--- src/rtl/serial_add_sub.sv ---
// Bit-serial adder/subtractor: one result bit per clock, LSB first.
// Operands are captured on start; result/cout update once per operation.
module serial_add_sub #(
  parameter int WIDTH = 4
) (
  input  logic             clk,
  input  logic             rst_n,
  input  logic             start,
  input  logic [WIDTH-1:0] x,
  input  logic [WIDTH-1:0] y,
  input  logic             control,
  output logic             busy,
  output logic             done,
  output logic [WIDTH-1:0] result,
  output logic             cout
);

  localparam logic [1:0] IDLE = 2'd0;
  localparam logic [1:0] RUN  = 2'd1;
  localparam logic [1:0] DONE = 2'd2;

  localparam int CW = $clog2(WIDTH) + 1;

  logic [1:0]       state;
  logic [WIDTH-1:0] a;
  logic [WIDTH-1:0] b;
  logic [WIDTH-1:0] sum;
  logic             carry;
  logic [CW-1:0]    cnt;

  logic             s;
  logic             c_nxt;
  logic             last;
  logic [WIDTH-1:0] sum_nxt;

  assign s       = a[0] ^ b[0] ^ carry;
  assign c_nxt   = (a[0] & b[0]) | (a[0] & carry) | (b[0] & carry);
  assign last    = (cnt == CW'(WIDTH - 1));
  assign sum_nxt = {s, sum[WIDTH-1:1]};

  assign busy = (state != IDLE);
  assign done = (state == DONE);

  always_ff @(posedge clk) begin
    if (!rst_n) begin
      state  <= IDLE;
      a      <= '0;
      b      <= '0;
      sum    <= '0;
      carry  <= 1'b0;
      cnt    <= '0;
      result <= '0;
      cout   <= 1'b0;
    end else begin
      unique case (state)
        IDLE: begin
          if (start) begin
            // Subtraction as x + ~y + 1
            state <= RUN;
            a     <= x;
            b     <= y ^ {WIDTH{control}};
            carry <= control;
            cnt   <= '0;
            sum   <= '0;
          end
        end
        RUN: begin
          a     <= a >> 1;
          b     <= b >> 1;
          sum   <= sum_nxt;
          carry <= c_nxt;
          cnt   <= cnt + CW'(1);
          if (last) begin
            // Final bit goes straight into the result
            state  <= DONE;
            result <= sum_nxt;
            cout   <= c_nxt;
          end
        end
        DONE: begin
          state <= IDLE;
        end
        default: begin
          state <= IDLE;
        end
      endcase
    end
  end

endmodule
--- config.mk ---
export PLATFORM = sky130hd
export DESIGN_NAME = serial_add_sub
export DESIGN_NICKNAME = d
export VERILOG_FILES = /design/src/rtl/serial_add_sub.sv
export SDC_FILE = /design/constraint.sdc
export NUM_CORES = 1
export LEC_CHECK = 0
export BUFFER_PORTS_ARGS = -buffer_cell sky130_fd_sc_hd__buf_2
export CAP_MARGIN = 20
export CORE_MARGIN = 5
export CORE_UTILIZATION = 30
export CTS_CLUSTER_SIZE = 12
export DETAILED_ROUTE_END_ITERATION = 12
export HOLD_SLACK_MARGIN = 0.05
export PLACE_DENSITY = 0.56
export SYNTH_ARGS = -nofsm -noshare
export SYNTH_HDL_FRONTEND = slang
export SYNTH_SLANG_ARGS = --single-unit
--- constraint.sdc ---
create_clock -name clk -period 3.1 [get_ports clk]
set_clock_uncertainty 0.15 [all_clocks]
set_input_delay 0.31 -clock clk [delete_from_list [all_inputs] [get_ports clk]]
set_output_delay 0.31 -clock clk [all_outputs]
set_load 0.02 [all_outputs]
# After elaboration in Yosys (flattened, before gate mapping)
# Index checks and enable logic that the tools add are counted.
dict set report classes {
  bitwise 8
  n_addsub 1
  muxes 13
  eq_ne 5
  n_reduce_logical 6
}
# operator count
set ops {}
lappend ops {{case mux 4 bit (2 select lines)} 3}
lappend ops {{2-to-1 mux 4 bit} 3}
lappend ops {{case mux 3 bit (2 select lines)} 1}
lappend ops {{AND reduction 2 bit} 3}
lappend ops {{2-to-1 mux 2 bit} 2}
lappend ops {{!= test 2 bit, second input constant} 2}
lappend ops {{case mux 2 bit (2 select lines)} 1}
lappend ops {{nonzero test 2 bit} 2}
lappend ops {{bitwise XOR 4 bit} 1}
lappend ops {{adder 3 x 1 -> 3 bit, second input constant} 1}
lappend ops {{bitwise AND 1 bit} 3}
lappend ops {{equality test 3 x 2 -> 1 bit, second input constant} 1}
lappend ops {{2-to-1 mux 3 bit} 1}
lappend ops {{equality test 2 x 1 -> 1 bit, second input constant} 1}
lappend ops {{equality test 2 bit, second input constant} 1}
lappend ops {{zero test 2 bit} 1}
lappend ops {{bitwise OR 1 bit} 2}
lappend ops {{case mux 1 bit (2 select lines)} 1}
lappend ops {{bitwise XOR 1 bit} 2}
lappend ops {{2-to-1 mux 1 bit} 1}
dict set report word_totals {
  input_bits 12
  register_bits 23
  out_inout_bits 7
}

# Logic depth before layout (Yosys ltp)
dict set report logic_depth {
  ltp_word 4
  ltp_mapped 5
}

# Worst setup path before layout
# No wires, ideal clock.
dict set report synth_timing {
  path_type {reg-to-reg}
  startpoint {register cnt[0]}
  endpoint {register cout}
  synth_period_minus_slack_ps 1407
  slack_ps 1693
  n_path_buf 0
  path_stages_with_launch 6
  arrival_time_ps 1141
  setup_time_ps 116
  cell_sequence {dfxtp_1 > ha_1 > ha_1 > nand3b_1 > mux2i_1 > nor2b_1}
}
dict set report synth_via {
  elab_chain_cells 2
}
# item line_no
set synth_rtl {}
lappend synth_rtl {{start, declared} 29} ;# logic [CW-1:0] cnt;
lappend synth_rtl {{start signal, assigned} 72} ;# cnt <= cnt + CW'(1);
lappend synth_rtl {{equality test 3 x 2 -> 1 bit} 38} ;# assign last = (cnt == CW'(WIDTH - 1));
lappend synth_rtl {{AND reduction 2 bit (no line)} -}
lappend synth_rtl {{end signal, assigned} 77} ;# cout <= c_nxt;
lappend synth_rtl {{end, declared} 15} ;# output logic cout
# No other way between the ends.
# A chain may end at the register's enable or synchronous reset.

# Worst setup path after layout
dict set report layout_timing {
  startpoint {register state[0]}
  endpoint {output busy}
}
dict set report layout_via {
  elab_chain_cells 1
}
# item line_no
set layout_rtl {}
lappend layout_rtl {{start, declared} 24} ;# logic [1:0] state;
lappend layout_rtl {{start signal, assigned} 46} ;# state <= IDLE;
lappend layout_rtl {{start signal, assigned} 59} ;# state <= RUN;
lappend layout_rtl {{start signal, assigned} 75} ;# state <= DONE;
lappend layout_rtl {{nonzero test 2 bit} 41} ;# assign busy = (state != IDLE);
lappend layout_rtl {{end, declared} 12} ;# output logic busy,
# No other way between the ends.

==> flow_summary.json <==
{
  "grt_pass1_wl_um": 3270,
  "p_comb_share_pct": 11.0,
  "cts_setup_buffers": 0,
  "fin_ws_ns": 1.29,
  "cts-root-buf": "clkbuf_4",
  "p_seq_share_pct": 52.0,
  "netlist.area_leader.share_pct": 42.3,
  "vias": 790,
  "hold_viol": 0,
  "ys_ff_latch": 22,
  "die_w_um": 68.9,
  "grt.overflow.total": 0,
  "fp.dieH_um": 68.9,
  "finalHoldWorstSlack_ns": 0.140,
  "syn_inst": 106,
  "cp-start-kind": "register",
  "swShare_pct": 22.4,
  "setup-tns-final_ns": 0,
  "tightest_slew_ns": 0.544,
  "ys_types": 32,
  "synth_edf_count": 0,
  "routed_wl_um": 1970,
  "worstSetupPathType": "reg2out",
  "cts_buffer_depth": 2,
  "setup_viol": 0,
  "portBuffers": 18,
  "rsz0062_at_grt": "false",
  "internal_power_w": 0.000458,
  "wl_per_cell_um": 11.9,
  "crit_path_max_fanout": 17,
  "area_growth_pct": 13.3,
  "ir_drop_mv": 0.386,
  "ant_nets": 0,
  "netlist_top_cells_area": "dfxtp_1 (42%), nor2b_1 (7.2%), a22oi_1 (4.3%), buf_6 (4.3%), o221a_2 (4.3%)",
  "cts_buffers": 3,
  "crit_path_cell_trace": "or2_2 > buf_2",
  "drtIter0Drc": 26,
  "finalNetCount": 136,
  "finalNonFillerCells": 166,
  "slew_violations": 0,
  "viasPerCell": 4.76,
  "cts_tree": "yes",
  "insertedDiodeCount": 0,
  "n_fill_cell": 362,
  "path_clk_slew_ns": 0.13,
  "drv_cap": 0,
  "htree_levels": 1,
  "synth_top_area_cell": "dfxtp_1",
  "cts_resized": 0,
  "endpoint_kind": "output pin",
  "antenna_found_initial": 0,
  "timing.fmax_mhz": 553,
  "relSlewSlack_pct": 63.7,
  "drc": 0,
  "syn-mean-instance-area_um2": 9.82,
  "coreArea_um2": 3340,
  "grtUsageTotal_pct": 9.38,
  "p_leak_nw": 0.468,
  "ys.warnings.count": 0,
  "hold_depth": 3,
  "synth_top_flop_cell": "dfxtp_1",
  "dr.pass1.iters": 4,
  "post-route-period-util_pct": 58.3,
  "cts_sinks": 22,
  "power_switching_w": 0.000132,
  "async_reset_ff_share_pct": 0,
  "critPathRequiredTime_ns": 2.64,
  "rows": 21,
  "layout-drive-gt1-share_pct": 26.7,
  "clkLatencyLatePin_ns": 0.31,
  "syn_area_um2": 1040,
  "hold_class": "in2reg",
  "grt_max_degree": 26,
  "final_core_util_pct": 35.4,
  "final.min_clock_period_ns": 1.81,
  "synth_most_common_cell": "dfxtp_1",
  "start_util_pct": 31.2,
  "gp_congestion": 0.721,
  "hpwl_um": 1450,
  "grt_pass1_vias": 744,
  "worstPathArrival_ns": 1.35,
  "cpPeakStageDelay_ns": 0.69,
  "outcome": "completed",
  "reg2reg_depth": 3,
  "ys_seq_area_share_pct": 42.3,
  "synth.top_cells.by_count": "dfxtp_1 (22), nor2b_1 (12), nand3_1 (8)",
  "crit_slowest_cell": "dfxtp_1",
  "hold_buffers": 0,
  "syn_nets": 121,
  "dp.cells": 162,
  "p_per_area_nw_per_um2": 501,
  "clkPwrFrac_pct": 37.0,
  "pre_cts_ws_ns": 1.55,
  "die_area_um2": 4750,
  "ioPinCount": 19
}
==> layout make-up <==
type                    instances  area (µm²)  area share, %
clock inverters                 1        30.0           2.55
inverters                       3        11.3          0.954
flip-flops and latches         22         440           37.3
clock buffers                   3        22.5           1.91
repair buffers                 18        90.1           7.64
well taps                      46        57.6           4.88
multi-input cells              73         528           44.8
==> flip-flops by register name (all words and copies together), names as in the netlist <==
signal	count
sum	3
a	4
b	4
cout	1
result	4
state	2
cnt	3
carry	1
==> worst max-delay path: cells and delay by family, from the launching register on <==
kind | cells | cell delay, ns
flip-flops | 1 | 0.69
AND/OR/NAND/NOR | 1 | 0.20
buffers and inverters | 1 | 0.15
==> per-stage QoR <==
stage	area [µm²]	power [W]
global route	1180	0.000617
finish	1180	0.000591
detailed placement	1130	0.000379
global placement	1130	0.000377
floorplan	1040	0.000365
CTS	1180	0.000597
==> kinds of logic after synthesis <==
kind of cell | Yosys count | synth area share [%]
compound gates | 23 | 17.8
flops | 22 | 42.3
xor+xnor | 4 | 3.37
buf+inv | 11 | 6.97
mux | 3 | 2.88
fa+ha+maj | 3 | 4.33
simple gates | 40 | 22.4
==> layer usage <==
layer  vias to the layer above  track usage [%]  share of wire, %
met4                         0             3.65               1.1
met1                       368             11.7                50
met5                         -                0                 0
li1                        397                -                 -
met2                        23             14.2                42
met3                         2             4.05               6.6
==> final timing paths <==
path | from | to | slack [ns]
max | state[0]$_SDFFE_PN0P_ | busy | 1.29
min reg2reg | result[3]$_SDFFE_PN0P_ | result[3]$_SDFFE_PN0P_ | 0.32
min | x[3] | a[3]$_SDFFE_PN0P_ | 0.14
max reg2reg | state[0]$_SDFFE_PN0P_ | result[0]$_SDFFE_PN0P_ | 1.56
==> placed cells by master, fill, tap and decap left out, drive strengths merged, types with 2 or more instances in the layout <==
cell,netlist,layout
clkbuf,3,3
o221ai,2,2
mux2i,3,3
dfxtp,22,22
a22oi,6,6
nand2,6,6
nor3b,3,3
xnor2,3,3
buf,5,18
a21boi,4,4
ha,2,2
nor2b,12,12
o221a,4,4
a21oi,4,4
inv,3,3
nand3,8,8
nor2,5,5
==> power by group through the flow <==
stage	Combinational (W)	Clock [W]	Sequential, W
detailed placement	0.0000650	0	0.000314
floorplan	0.0000575	0	0.000308
CTS	0.0000655	0.000224	0.000308
global placement	0.0000641	0	0.000313
global route	0.0000726	0.000236	0.000309
finish	0.0000649	0.000219	0.000307
Note: power is estimated with default switching activity, not from simulation.
